**src/rtl/ticket_sale_ctrl.sv**
```systemverilog
// ticket_sale_ctrl: transaction sequencer for the ticket vending machine.
// Latches a ticket selection, accumulates inserted coins, arbitrates
// confirm/cancel, dispenses one ticket pulse per ticket, computes change and
// holds the result on the display outputs before returning to idle.
//
// Ports:
//   clk          system clock
//   rst          synchronous reset, active-low
//   type_in      requested ticket type (1..4)
//   count_in     requested ticket count (1..MAX_COUNT)
//   sel_valid    pulse: latch type_in/count_in
//   coin1/5/10   pulses: 1, 5 and 10 yuan coins
//   confirm      pulse: purchase request
//   cancel       pulse: abort request
//   money        accumulated inserted money (binary)
//   moneyReturn  change or refund amount (binary)
//   ticketType   latched ticket type
//   ticketCount  latched ticket count
//   ticket_pulse one pulse per ticket dispensed
//   coin_reject  pulse: coin(s) refused
//   busy         high in every state except idle
//   state        current FSM state (debug)
module ticket_sale_ctrl #(
    parameter logic [7:0]  PRICE1      = 8'd2,
    parameter logic [7:0]  PRICE2      = 8'd3,
    parameter logic [7:0]  PRICE3      = 8'd4,
    parameter logic [7:0]  PRICE4      = 8'd5,
    parameter logic [2:0]  MAX_COUNT   = 3'd4,
    parameter logic [7:0]  MONEY_MAX   = 8'd99,
    parameter logic [31:0] HOLD_CYCLES = 32'd200_000_000
) (
    input  logic       clk,
    input  logic       rst,
    input  logic [2:0] type_in,
    input  logic [2:0] count_in,
    input  logic       sel_valid,
    input  logic       coin1,
    input  logic       coin5,
    input  logic       coin10,
    input  logic       confirm,
    input  logic       cancel,
    output logic [7:0] money,
    output logic [7:0] moneyReturn,
    output logic [2:0] ticketType,
    output logic [2:0] ticketCount,
    output logic       ticket_pulse,
    output logic       coin_reject,
    output logic       busy,
    output logic [2:0] state
);

    typedef enum logic [2:0] {
        StIdle     = 3'd0,
        StPay      = 3'd1,
        StDispense = 3'd2,
        StDone     = 3'd3
    } state_t;

    state_t      st_q;
    logic [2:0]  disp_cnt_q;
    logic [31:0] hold_cnt_q;

    logic [7:0] price;
    logic [7:0] total;
    logic [4:0] coin_sum;
    logic [8:0] money_sum;
    logic       coin_any;
    logic       coin_fits;
    logic [7:0] money_upd;
    logic       sel_ok;

    assign state = st_q;
    assign busy  = (st_q != StIdle);

    always_comb begin
        price = 8'd0;
        case (ticketType)
            3'd1:    price = PRICE1;
            3'd2:    price = PRICE2;
            3'd3:    price = PRICE3;
            3'd4:    price = PRICE4;
            default: price = 8'd0;
        endcase
    end

    assign total     = price * {5'd0, ticketCount};
    assign coin_sum  = {4'd0, coin1} + (coin5 ? 5'd5 : 5'd0) + (coin10 ? 5'd10 : 5'd0);
    assign money_sum = {1'b0, money} + {4'd0, coin_sum};
    assign coin_any  = coin1 | coin5 | coin10;
    // All coins of one cycle are accepted or refused together.
    assign coin_fits = (money_sum <= {1'b0, MONEY_MAX});
    assign money_upd = coin_fits ? money_sum[7:0] : money;
    assign sel_ok    = sel_valid && (type_in >= 3'd1) && (type_in <= 3'd4) &&
                       (count_in != 3'd0) && (count_in <= MAX_COUNT);

    always_ff @(posedge clk) begin
        if (!rst) begin
            st_q         <= StIdle;
            money        <= 8'd0;
            moneyReturn  <= 8'd0;
            ticketType   <= 3'd0;
            ticketCount  <= 3'd0;
            ticket_pulse <= 1'b0;
            coin_reject  <= 1'b0;
            disp_cnt_q   <= 3'd0;
            hold_cnt_q   <= 32'd0;
        end else begin
            ticket_pulse <= 1'b0;
            coin_reject  <= 1'b0;
            case (st_q)
                StIdle: begin
                    money       <= 8'd0;
                    moneyReturn <= 8'd0;
                    coin_reject <= coin_any;
                    if (sel_ok) begin
                        ticketType  <= type_in;
                        ticketCount <= count_in;
                        st_q        <= StPay;
                    end
                end
                StPay: begin
                    if (cancel) begin
                        // Cancel wins: coins this cycle are refused, confirm dropped.
                        moneyReturn <= money;
                        ticketCount <= 3'd0;
                        coin_reject <= coin_any;
                        hold_cnt_q  <= 32'd0;
                        st_q        <= StDone;
                    end else begin
                        coin_reject <= coin_any && !coin_fits;
                        money       <= money_upd;
                        // Same-cycle coins count towards the confirm check.
                        if (confirm && (money_upd >= total)) begin
                            disp_cnt_q <= ticketCount;
                            st_q       <= StDispense;
                        end
                    end
                end
                StDispense: begin
                    coin_reject <= coin_any;
                    if (disp_cnt_q != 3'd0) begin
                        ticket_pulse <= 1'b1;
                        disp_cnt_q   <= disp_cnt_q - 3'd1;
                    end else begin
                        moneyReturn <= money - total;
                        hold_cnt_q  <= 32'd0;
                        st_q        <= StDone;
                    end
                end
                StDone: begin
                    coin_reject <= coin_any;
                    if (hold_cnt_q >= HOLD_CYCLES - 32'd1) begin
                        money       <= 8'd0;
                        moneyReturn <= 8'd0;
                        ticketType  <= 3'd0;
                        ticketCount <= 3'd0;
                        st_q        <= StIdle;
                    end else begin
                        hold_cnt_q <= hold_cnt_q + 32'd1;
                    end
                end
                default: st_q <= StIdle;
            endcase
        end
    end

endmodule

```
**config.mk**
```make
export PLATFORM = sky130hd
export DESIGN_NAME = ticket_sale_ctrl
export DESIGN_NICKNAME = d
export VERILOG_FILES = /design/src/rtl/ticket_sale_ctrl.sv
export SDC_FILE = /design/constraint.sdc
export NUM_CORES = 1
export LEC_CHECK = 0
export ABC_AREA = 1
export BUFFER_PORTS_ARGS = -buffer_cell sky130_fd_sc_hd__buf_2
export CORE_MARGIN = 10
export CORE_UTILIZATION = 45
export CTS_BUF_LIST = sky130_fd_sc_hd__clkbuf_8
export DETAILED_ROUTE_END_ITERATION = 8
export GPL_TIMING_DRIVEN = 0
export PLACE_DENSITY_LB_ADDON = 0.12
export SYNTH_ARGS = -nofsm -noshare
export SYNTH_HDL_FRONTEND = slang
export SYNTH_SLANG_ARGS = --single-unit
```
**constraint.sdc**
```tcl
create_clock -name clk -period 3.97 [get_ports clk]
set_clock_uncertainty 0.2 [all_clocks]
set_input_delay 0.1985 -clock clk [delete_from_list [all_inputs] [get_ports clk]]
set_output_delay 0.1985 -clock clk [all_outputs]
set_load 0.005 [all_outputs]
```
==> run_results.csv <==
group,metric,value,unit
place,post-place-cells,782,
synth,async_reset_ff_share,0,%
grt,grt-ovfl-total,0,
floorplan,fp-row-count,35,
worst_setup_path,critPathKind,"register to register",
worst_setup_path,cp.arrival,3950,ps
sta,rsz0062_at_grt,"true",
synth,syn_nets,680,
route,drcViolationCount,0,
final_layout,ff_latch_area,1220,µm²
route,ant_nets,0,
final_layout,fin_area,4980,µm²
synth,synth_ff_type,"dfxtp_1",
route,viasPerCell,5.25,
sta,maxSlewViolCount,0,
synth,ys_seq_area_share,29.2,%
power,leakage,0.00219,µW
grt,grt_pass1_wl,18.4,mm
final_layout,fin_util,54.4,%
worst_setup_path,ff2ff_setup_slack,60,ps
synth,yosys.area.top_type_share,29.2,%
floorplan,die_x,116,µm
synth,ys_ff_latch,61,
route,wl_per_cell,13.8,µm
final_layout,nFillCells,892,
clock_tree,path_clk_slew,80,ps
clock_tree,numCtsBuffers,9,
flow_run,drv_cap,0,
place,place.gp.congestion,0.896,
synth,yosys-top-cells-area,"dfxtp_1, nand2_1, ha_1",
place,place_ws,-234,ps
sta,setup_viol,0,
worst_setup_path,endpoint_kind,"register",
sta,fmax,0.256,GHz
synth,synth_cells,632,
floorplan,ios,42,
sta,setup_ws,59.3,ps
power,ir_drop,0.482,mV
synth,synth_xor_area_share,1.47,%
synth,synth_cell_type_count,48,
route,drt_pass1_iterations,5,
sta,slew_headroom,60.4,%
worst_setup_path,cp.required,4010,ps
final_layout,final_nets,741,
place,dpl-instance-area,4520,µm²
worst_setup_path,cp_common_cell,"nand2_1",
sta,hold_ws,59.6,ps
power,powerDensity,591,nW/µm²
floorplan,core_area,9150,µm²
clock_tree,clockBufferDepth,2,
route,wl_met3,678,µm
place,hpwl,8.40,mm
worst_setup_path,max_stage_delay,400,ps
worst_setup_path,cp_slowest_cell,"fa_2",
final_layout,antenna_cells,0,
final_layout,drive_gt1_share,19.9,%
floorplan,die_y,116,µm
grt,grt_pass1_vias,3900,
clock_tree,cts_sinks,61,
final_layout,multi_input_area,2670,µm²
synth,synth_area_leader_cell,"dfxtp_1",
synth,synth_area_per_cell,6.62,µm²
synth,netlist_area,4180,µm²
floorplan,die-area,13600,µm²
clock_tree,cts-root-buf,"clkbuf_8",
route,vias,4249,
synth,synth_adder_area_share,11.1,%
worst_setup_path,crit_fanout,4,
synth,synth-compound-area-share,13.3,%
floorplan,start_util,45.7,%
synth,synth_edf_count,0,
synth,synth_top_family_by_area,"simple AND/OR/NAND/NOR gates",
route,wl_met1,5.54,mm
outcome,status,"complete, no violations",
synth,yosysWarnings,0,
synth,yosys.area_share.simple,34.4,%
route,wl,11.2,mm
place,io_buffer_count,39,
clock_tree,clkLatencyLatePin,340,ps
clock_tree,htreeDepth,3,
synth,muxShareOfSynthArea,0,%
worst_setup_path,cp-start-kind,"register",
route,drt_iter0_drc,277,
grt,grt_usage,17.0,%
grt,grt_max_degree,12,
grt,antenna_found_initial,0,
sta,fin_crit_sh,98.5,%
worst_hold_path,min_path_type,"primary input to register",
route,highest_layer,"met4",
sta,final_hold_viol_count,0,
final_layout,instances_no_fill,809,
clock_tree,tritoncts,"done",
route,met2_length,4.76,mm
sta,fin_crit,3910,ps
sta,tightest_slew,595,ps
final_layout,areaGrowthSynthToFinish,19.0,%
cell usage in the layout, fill, tap and decap left out, drive strengths merged, types with 17 or more instances in the layout:
cell / count
a21oi: 47
buf: 54
clkbuf: 17
dfxtp: 61
ha: 29
inv: 93
nand2: 163
nand3: 33
nor2: 74
nor3: 24
o21ai: 30
layout make-up:
| class | count | area share, % |
|---|---|---|
| Tap cell | 111 | 2.79 |
| Timing Repair Buffer | 50 | 5.78 |
| Multi-Input combinational cell | 463 | 53.5 |
| Inverter | 94 | 7.24 |
| Buffer | 14 | 1.81 |
| Clock inverter | 5 | 1.18 |
| Clock buffer | 11 | 3.04 |
| Sequential cell | 61 | 24.6 |
logic make-up after synthesis:
group / Yosys count
XOR/XNOR: 7
flip-flops: 61
buffers and inverters: 108
other: 1
AO/OA/AOI/OAI: 98
AND/OR/NAND/NOR: 323
adder cells (fa/ha/maj): 34
worst max-delay path: cells and delay by family, from the launching register on:
kind                       cells  cell delay [ps]
adders and majority gates      3             1060
and+or+nand+nor               19             1420
buffers and inverters          5              330
AOI/OAI and AO/OA              4              450
DFF                            1              350
what timing repair did:
| item | in CTS | in global routing |
|---|---|---|
| endpoints found under the setup margin | 6 | 8 |
| hold buffers | 4 | 0 |
| resized for setup | 16 | 36 |
| pin swaps | 3 | 14 |
| endpoints found under the hold margin | 9 | 0 |
| setup buffers | 1 | 6 |
synthesized netlist by cell type (3+ instances only):
| cell type | number |
|---|---|
| a211oi_1 | 3 |
| a21oi_1 | 47 |
| buf_2 | 3 |
| buf_4 | 3 |
| clkbuf_1 | 6 |
| dfxtp_1 | 61 |
| fa_1 | 5 |
| ha_1 | 29 |
| inv_1 | 86 |
| inv_2 | 6 |
| nand2_1 | 157 |
| nand2_2 | 4 |
| nand3_1 | 32 |
| nand3b_1 | 7 |
| nand4_1 | 12 |
| nor2_1 | 65 |
| nor2_2 | 7 |
| nor3_1 | 22 |
| nor3b_1 | 3 |
| o21a_1 | 3 |
| o21ai_0 | 21 |
| o21ai_1 | 8 |
| o21bai_1 | 3 |
| o22ai_1 | 4 |
| xor2_1 | 6 |
final timing paths:
check	start	endpoint	cells past startpoint
worst max-delay path	money[0]$_SDFFE_PN0P_	disp_cnt_q[2]$_SDFFE_PN0P_	31
worst min-delay path	confirm	disp_cnt_q[0]$_SDFFE_PN0P_	5
worst max register to register	money[0]$_SDFFE_PN0P_	disp_cnt_q[2]$_SDFFE_PN0P_	31
worst min register to register	hold_cnt_q[29]$_SDFFE_PN0P_	hold_cnt_q[29]$_SDFFE_PN0P_	2
through the flow:
stage	setup TNS (ps)	power, µW
final	0	2940
after global routing	-1090	3190
after CTS	0	2830
after detailed placement	-1140	2200
after global placement	-1010	2180
after floorplan	0	1800
power breakdown:
group	switching (µW)	internal, µW	leakage, µW
Combinational	1040	549	0.00159
Clock	266	324	0.000102
Sequential	73.6	690	0.000495
Total	1380	1560	0.00219
per-layer routing:
metal / vias to the layer above / global-route usage (%)
li1: 2163 / -
met5: - / 0
met4: 0 / 5.34
met1: 1950 / 23.3
met2: 116 / 25.5
met3: 20 / 4.11
sequential cells by signal, summed over array words and instances (netlist names):
register / count
moneyReturn: 8
money: 8
ticketCount: 3
hold_cnt_q: 32
ticket_pulse: 1
state: 2
ticketType: 3
coin_reject: 1
disp_cnt_q: 3
No activity file was read; power rests on OpenSTA's default activity.
